## src/rtl/count_bus_reader.sv

```systemverilog
// Reader/master for the loadable counter's tri-state count bus: presets the counter,
// periodically enables its driver, captures the bus and checks it against a shadow copy.
module count_bus_reader #(
  parameter int WIDTH      = 8,
  parameter int SAMPLE_GAP = 4
) (
  input  logic             clk,
  input  logic             rst_n,
  input  logic             start,
  input  logic             abort,
  input  logic             auto_en,
  input  logic [WIDTH-1:0] preset_val,
  input  logic [WIDTH-1:0] bus_in,
  output logic             cnt_load_en,
  output logic [WIDTH-1:0] cnt_load_val,
  output logic             cnt_oe,
  output logic             busy,
  output logic             sample_valid,
  output logic [WIDTH-1:0] sample_val,
  output logic             mismatch,
  output logic [7:0]       err_count,
  output logic [2:0]       dbg_state_o
);

  localparam int GW = (SAMPLE_GAP < 2) ? 1 : $clog2(SAMPLE_GAP + 1);

  typedef enum logic [2:0] {
    S_IDLE    = 3'd0,
    S_PRESET  = 3'd1,
    S_WAIT    = 3'd2,
    S_ENABLE  = 3'd3,
    S_CAPTURE = 3'd4
  } state_e;

  state_e           state_q, state_d;
  logic [GW-1:0]    gap_q, gap_d;
  logic [WIDTH-1:0] load_val_q, load_val_d;
  logic [WIDTH-1:0] shadow_q, shadow_d;
  logic             valid_q;
  logic [WIDTH-1:0] sample_q;
  logic             mismatch_q;
  logic [7:0]       err_q;
  logic             capture_go;

  always_ff @(posedge clk or negedge rst_n) begin
    if (!rst_n) begin
      state_q    <= S_IDLE;
      gap_q      <= '0;
      load_val_q <= '0;
      shadow_q   <= '0;
    end else begin
      state_q    <= state_d;
      gap_q      <= gap_d;
      load_val_q <= load_val_d;
      shadow_q   <= shadow_d;
    end
  end

  always_comb begin
    state_d    = state_q;
    gap_d      = gap_q;
    load_val_d = load_val_q;
    capture_go = 1'b0;
    case (state_q)
      S_IDLE: begin
        if (start) begin
          state_d    = S_PRESET;
          load_val_d = preset_val;
        end
      end
      S_PRESET: begin
        state_d = S_WAIT;
        gap_d   = GW'(SAMPLE_GAP);
      end
      S_WAIT: begin
        if (gap_q <= GW'(1)) state_d = S_ENABLE;
        else                 gap_d   = gap_q - GW'(1);
      end
      S_ENABLE: state_d = S_CAPTURE;
      S_CAPTURE: begin
        capture_go = 1'b1;
        if (auto_en) begin
          state_d = S_WAIT;
          gap_d   = GW'(SAMPLE_GAP);
        end else begin
          state_d = S_IDLE;
        end
      end
      default: state_d = S_IDLE;
    endcase
    // Abort wins over everything, including discarding an in-flight capture.
    if (abort) begin
      state_d    = S_IDLE;
      load_val_d = load_val_q;
      capture_go = 1'b0;
    end
  end

  // The counter loads during PRESET (load_en high) and counts on every other edge.
  always_comb begin
    shadow_d = shadow_q + WIDTH'(1);
    if (state_q == S_PRESET) shadow_d = load_val_q;
  end

  always_ff @(posedge clk or negedge rst_n) begin
    if (!rst_n) begin
      valid_q    <= 1'b0;
      sample_q   <= '0;
      mismatch_q <= 1'b0;
      err_q      <= '0;
    end else begin
      valid_q <= capture_go;
      if (capture_go) begin
        sample_q   <= bus_in;
        mismatch_q <= (bus_in != shadow_q);
        if ((bus_in != shadow_q) && (err_q != 8'hFF)) err_q <= err_q + 8'd1;
      end
    end
  end

  assign cnt_load_en  = (state_q == S_PRESET);
  assign cnt_load_val = load_val_q;
  assign cnt_oe       = (state_q == S_ENABLE) || (state_q == S_CAPTURE);
  assign busy         = (state_q != S_IDLE);
  assign sample_valid = valid_q;
  assign sample_val   = sample_q;
  assign mismatch     = mismatch_q;
  assign err_count    = err_q;
  assign dbg_state_o  = state_q;

endmodule

```

## config.mk

```make
export PLATFORM = sky130hd
export DESIGN_NAME = count_bus_reader
export DESIGN_NICKNAME = d
export VERILOG_FILES = /design/src/rtl/count_bus_reader.sv
export SDC_FILE = /design/constraint.sdc
export NUM_CORES = 1
export LEC_CHECK = 0
export BUFFER_PORTS_ARGS = -buffer_cell sky130_fd_sc_hd__buf_2
export CORE_MARGIN = 1.5
export CORE_UTILIZATION = 52
export CTS_CLUSTER_DIAMETER = 150
export DETAILED_ROUTE_END_ITERATION = 12
export GPL_TIMING_DRIVEN = 1
export PLACE_DENSITY = 0.79
export SLEW_MARGIN = 40
export SYNTH_ARGS = -nofsm -noshare
export SYNTH_HDL_FRONTEND = slang
export SYNTH_SLANG_ARGS = --single-unit
```

## constraint.sdc

```tcl
create_clock -name clk -period 2.01 [get_ports clk]
set_input_delay 0.5025 -clock clk [delete_from_list [all_inputs] [get_ports clk]]
set_output_delay 0.5025 -clock clk [all_outputs]
set_load 0.01 [all_outputs]
```

==> results of run 1 <==
registers in the layout, indices dropped and copies added (netlist names):
| signal | count |
|---|---|
| cnt_load_val | 8 |
| shadow_q | 8 |
| dbg_state_o | 3 |
| gap_q | 3 |
| sample_valid | 1 |
| sample_val | 8 |
| mismatch | 1 |
| err_count | 8 |
worst paths after layout:
check                                                  from                          end  slack [ps]  depth (start not counted)
worst max-delay path             dbg_state_o[1]$_DFFE_PN0P_                       cnt_oe         130                          4
worst min-delay path                                  rst_n     err_count[4]$_DFFE_PN0P_         160                          1
worst max register to register         gap_q[0]$_DFFE_PN0P_         gap_q[0]$_DFFE_PN0P_         140                          6
worst min register to register  cnt_load_val[7]$_DFFE_PN0P_        shadow_q[7]$_DFF_PN0_         500                          2
max in group asynchronous                             rst_n        shadow_q[3]$_DFF_PN0_        1390                          2
min in group clk                              preset_val[6]  cnt_load_val[6]$_DFFE_PN0P_         430                          2
kinds of logic (layout without fill, tap and decap cells):
| kind of cell | count (synthesis) | in the layout | synth area share |
|---|---|---|---|
| buffers and inverters | 7 | 67 | 0.0218 |
| adders and majority gates | 4 | 4 | 0.0256 |
| muxes | 19 | 19 | 0.112 |
| xor gates and xnor gates | 22 | 22 | 0.0987 |
| DFF | 40 | 40 | 0.513 |
| and+or+nand+nor | 55 | 55 | 0.174 |
| AOI/OAI and AO/OA | 18 | 18 | 0.0558 |
power by group through the flow:
| stage | combinational (mW) | sequential, mW | clock, mW |
|---|---|---|---|
| after floorplan | 0.487 | 1.24 | 0 |
| after global placement | 0.742 | 1.23 | 0 |
| after detailed placement | 0.766 | 1.24 | 0 |
| after CTS | 0.778 | 1.22 | 0.658 |
| after global routing | 0.855 | 1.25 | 0.708 |
| final | 0.769 | 1.22 | 0.645 |
area by class of cell:
class                   count  area [µm²]
inverters                   2        7.51
clock inverters             3        42.5
flip-flops and latches     40        1000
well taps                  48        60.1
repair buffers             57         310
fillers                   302        1230
clock buffers               5        68.8
multi-input cells         118         908
cells in the final DEF (no fill, tap or decap), types with 2 or more instances in the layout:
| cell | Yosys | routed |
|---|---|---|
| ha_1 | 4 | 4 |
| inv_1 | 2 | 2 |
| dfrtp_1 | 40 | 40 |
| a21oi_1 | 3 | 3 |
| xnor2_1 | 13 | 13 |
| o21ai_0 | 9 | 9 |
| nor2b_1 | 3 | 3 |
| nor3_1 | 3 | 3 |
| a31oi_1 | 2 | 2 |
| buf_2 | 1 | 52 |
| buf_4 | 2 | 4 |
| nand3_1 | 4 | 4 |
| nand4_1 | 2 | 2 |
| nor2_1 | 10 | 10 |
| mux2_2 | 17 | 17 |
| and3_1 | 4 | 4 |
| xor2_1 | 9 | 9 |
| nor3_2 | 2 | 2 |
| nor3b_2 | 2 | 2 |
| clkbuf_8 | 0 | 5 |
| nand2_1 | 15 | 15 |
metal layers:
layer | GRT usage | vias up
met5 | 0 | -
met4 | 0.0718 | 0
met3 | 0.0651 | 7
met2 | 0.299 | 36
met1 | 0.263 | 658
li1 | - | 691
per-stage QoR:
stage                util  setup slack, ps  hold slack, ps  instance area [µm²]  total power [mW]
floorplan               -              340             207                 1950              1.73
global placement    0.629              289             483                 2290              1.97
detailed placement  0.629              202             485                 2290              2.00
CTS                 0.660              105             171                 2400              2.66
global route        0.660            0.257             186                 2400              2.81
finish              0.660              133             160                 2400              2.63
worst register-to-register path, stage by stage, from the launching register on:
cell	delay, ps
dfrtp_1	420
ha_1	210
o21ba_2	220
nor2_1	60
nor3b_1	250
nor2_1	70
a2111oi_0	470
==> reports/results.tsv, run 1 <==
metric	value	unit
wl_met3	191	µm
path_cells	nor2_1 -> nand2_1 -> o21ai_0 -> buf_2	
io_pins	53	
start_kind	flop	
grt_pass1_wl	6160	µm
ys_seq_area_frac	0.513	
synth_area_leaders	dfrtp_1, mux2_2, xnor2_1	
synth_cell_types	38	
setup-tns-final	0	ps
clk_path_buf_depth	2	
dp_cells	265	
drc	0	
routedLengthMet1	1660	µm
vias	1392	
routed_via_density	5.10	
cts_root_buf	clkbuf_8	
worst_skew_pair.late_latency	290	ps
ctsResizeCount	0	
yosysTopAreaCellShare	0.513	
p_leak	1.17	nW
placementRows	22	
async_flop_share	1.00	
start_util	0.537	
layout-drive-gt1-share	0.422	
sequentialPowerShare	0.462	
place.gp.congestion	0.806	
power.net_switching	0.839	mW
max_freq	533	MHz
vdd_ir_drop_max	811	µV
rsz0062_at_grt	no	
hold_class	in2async	
synth_ff_type	dfrtp_1	
finalNonFillerCells	273	
ctsHtreeMaxLevel	2	
drtIter0Drc	49	
critical_path_class	reg2out	
nets	249	
wl_met2	1650	µm
critPathCaptureType	output port	
path_delay_family	flip-flops	
grt_pass1_vias	1382	
synth_cells	165	
cts_tree	done	
powerDensity	1100	nW/µm²
cts.reportedPaths.clkPinSlew	80	ps
cts_buffers	5	
fin_skew	5.12	ps
firstDrtPassIters	4	
hold_violations	0	
dr.max_layer_used	met4	
finalCriticalPeriod	1880	ps
tightest_slew	503	ps
comb_power_share	0.292	
totalWireLength	3550	µm
cap_viol_max_count	0	
die_h	64.3	µm
io_buffers	52	
path_buf_inv	1	
synth_edf_count	0	
die_area	4130	µm²
die_x	64.3	µm
cp_slowest_cell	dfrtp_1	
diodes	0	
ys_ff_latch	40	
dpl.hpwl	2650	µm
grt_antenna_before_repair	0	
grt.total_usage	0.197	
clock_sink_count	40	
slew_violations	0	
cp.arrival	1370	ps
synth_area	1950	µm²
area_growth	22.9	%
max-slew-margin-rel	0.656	
power.internal	1.79	mW
yosysMostFrequentCell	dfrtp_1	
routedWlPerCell	13.0	µm
status	complete, no violations	
period_share	0.934	
synth_top_cells_by_count	dfrtp_1, mux2_2, nand2_1	
cp.required	1510	ps
clockPowerShare	0.245	
p_sw_frac	0.319	
fp.coreArea	3630	µm²
setup_violations	0	
critPathMaxStageDelay	520	ps
ant_nets	0	
synth_warnings	0	
avgSynthCellArea	11.8	µm²
yosysTopAreaCell	dfrtp_1	
syn-num-nets	190	
gr-total-overflow	0	
cts_setup_buffers	0	
grt_max_degree	22	
ctsHoldBuffers	0	
worstPathMaxFanout	11	
Power figures use the tool's default switching activity.
==> inputs of run 2 (changes only) <==
--- a/config.mk
+++ b/config.mk
@@ -7,11 +7,11 @@
 export LEC_CHECK = 0
 export BUFFER_PORTS_ARGS = -buffer_cell sky130_fd_sc_hd__buf_2
 export CORE_MARGIN = 1.5
-export CORE_UTILIZATION = 52
+export CORE_UTILIZATION = 55
 export CTS_CLUSTER_DIAMETER = 150
 export DETAILED_ROUTE_END_ITERATION = 12
 export GPL_TIMING_DRIVEN = 1
-export PLACE_DENSITY = 0.79
+export PLACE_DENSITY = 0.83
 export SLEW_MARGIN = 40
 export SYNTH_ARGS = -nofsm -noshare
 export SYNTH_HDL_FRONTEND = slang
==> constraint.sdc (replaced) <==
create_clock -name clk -period 2.3 [get_ports clk]
set_input_delay 0.575 -clock clk [delete_from_list [all_inputs] [get_ports clk]]
set_output_delay 0.575 -clock clk [all_outputs]
set_load 0.01 [all_outputs]
==> reports/results.tsv, run 2 (same netlist as run 1, synthesis figures left out) <==
metric	value	unit	change
ctsResizeCount	0		unchanged
dr.max_layer_used	met4		
clk_path_buf_depth	2		unchanged
ctsHoldBuffers	0		unchanged
finalCriticalPeriod	2060	ps	
sequentialPowerShare	0.514		+0.052
cts_tree	done		
cts_buffers	5		unchanged
setup-tns-final	0	ps	unchanged
r2r-end	gap_q[0]$_DFFE_PN0P_		
mostFrequentLayoutCell	buf_2		
max_freq	486	MHz	
hold_class	in2async		
die_x	62.6	µm	-2.6%
wl_met3	184	µm	-3.7%
power.internal	1.38	mW	-23%
grt_pass1_vias	1416		+2.5%
grt.total_usage	0.205		+0.00850
critPathMaxStageDelay	540	ps	+20 ps
max-slew-margin-rel	0.680		+0.0238
grt_max_degree	41		+86%
wl_met2	1670	µm	+1.5%
place.gp.congestion	0.772		-4.2%
io_pins	53		unchanged
vias	1373		-1.4%
start_util	0.580		+0.0432
routedWlPerCell	12.9	µm	-0.80%
nets	247		-0.80%
critical_path_class	reg2out		
cp_slowest_cell	dfrtp_1		
layout-drive-gt1-share	0.417		-0.00518
ant_nets	0		unchanged
clock_sink_count	40		unchanged
setup_violations	0		unchanged
place_area	2260	µm²	-1.3%
firstDrtPassIters	4		unchanged
cts_setup_buffers	0		unchanged
area_growth	18.8	%	
slew_violations	0		unchanged
ctsHtreeMaxLevel	2		unchanged
gr-total-overflow	0		unchanged
cts.reportedPaths.clkPinSlew	110	ps	+30 ps
start_kind	flop		
rsz0062_at_grt	no		
vdd_ir_drop_max	494	µV	-39%
die_area	3920	µm²	-5.2%
power.net_switching	0.699	mW	-17%
dpl.hpwl	2690	µm	+1.7%
final_cell_mix	buf_2, dfrtp_1, mux2_2		
routedLengthMet1	1560	µm	-5.8%
tightest_slew	480	ps	-22.7 ps
cts_root_buf	clkbuf_4		
reg2reg_depth	6		unchanged
hold_violations	0		unchanged
grt_antenna_before_repair	0		unchanged
period_share	0.894		
p_leak	1.13	nW	-2.7%
cp.required	1730	ps	+220 ps
diodes	0		unchanged
cap_viol_max_count	0		unchanged
stdcell_area	2320	µm²	-3.3%
status	complete, no violations		
drtIter0Drc	41		-16%
fin_skew	7.04	ps	+1.91 ps
io_buffers	52		unchanged
totalWireLength	3470	µm	-2.3%
die_h	62.6	µm	-2.6%
clockPowerShare	0.172		-0.073
powerDensity	898	nW/µm²	-18%
fp.coreArea	3360	µm²	-7.4%
p_sw_frac	0.336		+0.0167
comb_power_share	0.314		+0.022
worstPathMaxFanout	11		unchanged
placementRows	21		-4.5%
cp.arrival	1480	ps	+110 ps
drc	0		unchanged
path_cells	nor2_1 -> nand2_1 -> o21ai_0 -> buf_2		
routed_via_density	5.10		+0.10%
worst_skew_pair.late_latency	340	ps	+50 ps
critPathCaptureType	output port		
grt_pass1_wl	6240	µm	+1.2%
r2r_start	gap_q[0]$_DFFE_PN0P_		
rrSetupSlack	540	ps	+400 ps
-- run 2: changes by cell type in the layout (fill, tap and decap cells not counted), sizes merged --
cell and change:
buf -2, clkinvlp -1, clkinv +1, clkbuf +1, bufinv -1
-- run 2: worst max path at each step --
stage | to | startpoint | slack (ps)
final | cnt_oe | dbg_state_o[1]$_DFFE_PN0P_ | 240
after CTS | cnt_oe | dbg_state_o[1]$_DFFE_PN0P_ | 230
after detailed placement | err_count[6]$_DFFE_PN0P_ | bus_in[0] | 470
after global routing | cnt_oe | dbg_state_o[1]$_DFFE_PN0P_ | 130
after global placement | err_count[6]$_DFFE_PN0P_ | abort | 510
after floorplan | cnt_load_en | dbg_state_o[1]$_DFFE_PN0P_ | 570
-- run 2: critical path, delay by kind of cell (launching register included) --
kind	cells	cell delay, ps
DFF	1	540
AOI/OAI and AO/OA	1	80
buffers and inverters	1	150
and+or+nand+nor	2	380
-- run 2: stage by stage --
stage	cells	hold WS (ps)	setup slack (ps)	power, mW	utilization
global placement	261	484	509	1.71	0.671
global route	269	293	135	2.25	0.689
floorplan	165	279	566	1.51	-
detailed placement	261	493	470	1.74	0.671
CTS	269	270	231	2.11	0.689
finish	269	248	244	2.08	0.689
-- run 2: layout make-up --
| class | count | area (µm²) |
|---|---|---|
| inverters | 2 | 7.51 |
| flip-flops and latches | 40 | 1000 |
| clock buffers | 6 | 51.3 |
| clock inverters | 2 | 10.0 |
| well taps | 46 | 57.6 |
| fillers | 287 | 1040 |
| multi-input cells | 118 | 908 |
| repair buffers | 55 | 283 |
-- run 2: power groups by stage --
stage	sequential (mW)	clock (mW)	combinational, mW
2_1_floorplan	1.08	0	0.426
3_3_place_gp	1.07	0	0.641
3_5_place_dp	1.09	0	0.658
4_1_cts	1.07	0.376	0.665
5_1_grt	1.10	0.404	0.743
6_report	1.07	0.357	0.654
-- run 2: per-layer routing --
| layer | GRT usage | vias up |
|---|---|---|
| li1 | - | 683 |
| met2 | 0.336 | 39 |
| met1 | 0.263 | 645 |
| met3 | 0.0613 | 6 |
| met4 | 0.0667 | 0 |
| met5 | 0 | - |
==> inputs of run 3 (changes only) <==
--- a/config.mk
+++ b/config.mk
@@ -6,12 +6,14 @@
 export NUM_CORES = 1
 export LEC_CHECK = 0
 export BUFFER_PORTS_ARGS = -buffer_cell sky130_fd_sc_hd__buf_2
+export CELL_PAD_IN_SITES_DETAIL_PLACEMENT = 0
+export CELL_PAD_IN_SITES_GLOBAL_PLACEMENT = 2
 export CORE_MARGIN = 1.5
-export CORE_UTILIZATION = 55
+export CORE_UTILIZATION = 36
 export CTS_CLUSTER_DIAMETER = 150
 export DETAILED_ROUTE_END_ITERATION = 12
 export GPL_TIMING_DRIVEN = 1
-export PLACE_DENSITY = 0.83
+export PLACE_DENSITY_LB_ADDON = 0.05
 export SLEW_MARGIN = 40
 export SYNTH_ARGS = -nofsm -noshare
 export SYNTH_HDL_FRONTEND = slang
==> reports/results.tsv, run 3 (same netlist as run 1, synthesis figures left out) <==
metric	value	unit	change
critPathMaxStageDelay	530	ps	about the same
grt_pass1_wl	6660	µm	+6.8%
hold_class	in2async		
multi_input_area	908	µm²	unchanged
fp.coreArea	5170	µm²	+54%
start_util	0.377		-0.203
wl_met3	162	µm	-12%
critPathCaptureType	output port		
power	2.30	mW	+10%
powerDensity	959	nW/µm²	+6.8%
seqCellArea	1000	µm²	unchanged
place.gp.congestion	0.765		-0.92%
grt_max_degree	41		unchanged
ctsHtreeMaxLevel	2		unchanged
setup-tns-final	0	ps	unchanged
ctsHoldBuffers	0		unchanged
cp.arrival	1410	ps	-70 ps
ctsResizeCount	0		unchanged
path_buf_inv	1		unchanged
cp.required	1730	ps	about the same
setup_violations	0		unchanged
hold_violations	0		unchanged
path_delay_family	flip-flops		
cts.reportedPaths.clkPinSlew	80	ps	-30 ps
critical_path_class	reg2out		
gr-total-overflow	0		unchanged
finalCriticalPeriod	1990	ps	-71.5 ps
status	complete, no violations		
dpl.hpwl	2940	µm	+9.0%
path_cells	nor2_1 -> nand2_1 -> o21ai_0 -> buf_2		
totalWireLength	3980	µm	+15%
cp_slowest_cell	dfrtp_1		
cts_tree	done		
reg2reg_depth	3		-3
area_growth	22.9	%	
slew_violations	0		unchanged
dp_cells	285		+9.2%
grt.total_usage	0.145		-0.0607
worstPathMaxFanout	11		unchanged
mostFrequentLayoutCell	buf_2		
drtIter0Drc	48		+17%
max-slew-margin-rel	0.656		-0.0244
whs	339	ps	+91.7 ps
drc	0		unchanged
layout-drive-gt1-share	0.417		unchanged
nets	247		unchanged
ant_nets	0		unchanged
rsz0062_at_grt	no		
r2r_start	dbg_state_o[2]$_DFFE_PN0P_		
max_freq	504	MHz	+3.6%
dr.max_layer_used	met4		
tightest_slew	517	ps	+36.6 ps
grt_antenna_before_repair	0		unchanged
grt_pass1_vias	1380		-2.5%
die_area	5870	µm²	+50%
routedLengthMet1	1770	µm	+13%
fin_skew	4.11	ps	-2.93 ps
cts_root_buf	clkbuf_8		
r2r-end	err_count[6]$_DFFE_PN0P_		
final_cell_mix	buf_2, dfrtp_1, mux2_2		
cts_buffers	5		unchanged
diodes	0		unchanged
vias	1414		+3.0%
routedWlPerCell	13.6	µm	+5.2%
num-fill-cells	499		+74%
clk_path_buf_depth	2		unchanged
clock_sink_count	40		unchanged
die_x	76.6	µm	+22%
firstDrtPassIters	4		unchanged
cap_viol_max_count	0		unchanged
die_h	76.6	µm	+22%
vdd_ir_drop_max	480	µV	-2.9%
routed_via_density	4.83		-5.4%
wl_met2	1990	µm	+19%
period_share	0.863		-0.0311
finalNonFillerCells	293		+8.9%
placementRows	26		+24%
cts_setup_buffers	0		unchanged
io_buffers	52		unchanged
io_pins	53		unchanged
rrSetupSlack	550	ps	about the same
start_kind	flop		
p_leak	1.15	nW	+1.4%
worst_skew_pair.late_latency	290	ps	-50 ps
==> run 3: changes by cell type in the layout (fill, tap and decap cells not counted), sizes merged <==
cell,previous run,this run
clkbuf,6,5
bufinv,0,1
clkinv,2,1
clkinvlp,0,1
==> run 3: worst max path at each step <==
stage / startpoint / to / slack (ps) / cells past startpoint
after floorplan: dbg_state_o[1]$_DFFE_PN0P_ / cnt_load_en / 570 / 3
after global placement: abort / err_count[5]$_DFFE_PN0P_ / 470 / 6
after detailed placement: bus_in[3] / err_count[6]$_DFFE_PN0P_ / 460 / 6
after CTS: dbg_state_o[1]$_DFFE_PN0P_ / cnt_oe / 300 / 4
after global routing: dbg_state_o[1]$_DFFE_PN0P_ / cnt_oe / 190 / 4
final: dbg_state_o[1]$_DFFE_PN0P_ / cnt_oe / 310 / 4
==> run 3: power breakdown <==
group	switching (mW)	total, mW	internal [mW]	leakage (nW)
sequential	0.185	1.07	0.888	0.510
clock	0.249	0.570	0.321	0.0541
combinational	0.307	0.656	0.350	0.586
total	0.741	2.30	1.56	1.15
==> run 3: stage by stage <==
step                       util  setup WS (ps)  area [µm²]
after global placement    0.442            472        2290
after detailed placement  0.442            461        2290
after global routing      0.464            192        2400
after CTS                 0.464            298        2400
final                     0.464            315        2400
after floorplan               -            566        1950
==> run 3: final cells by class <==
cell class,count,share of cell area
clock inverters,3,0.0177
inverters,2,0.00313
flip-flops and latches,40,0.417
repair buffers,55,0.118
multi-input cells,118,0.379
clock buffers,5,0.0287
well taps,70,0.0365
==> run 3: per-layer routing <==
| layer | global-route usage | vias up |
|---|---|---|
| met2 | 0.243 | 32 |
| met3 | 0.0407 | 6 |
| met1 | 0.178 | 690 |
| li1 | - | 686 |
| met5 | 0 | - |
| met4 | 0.0500 | 0 |
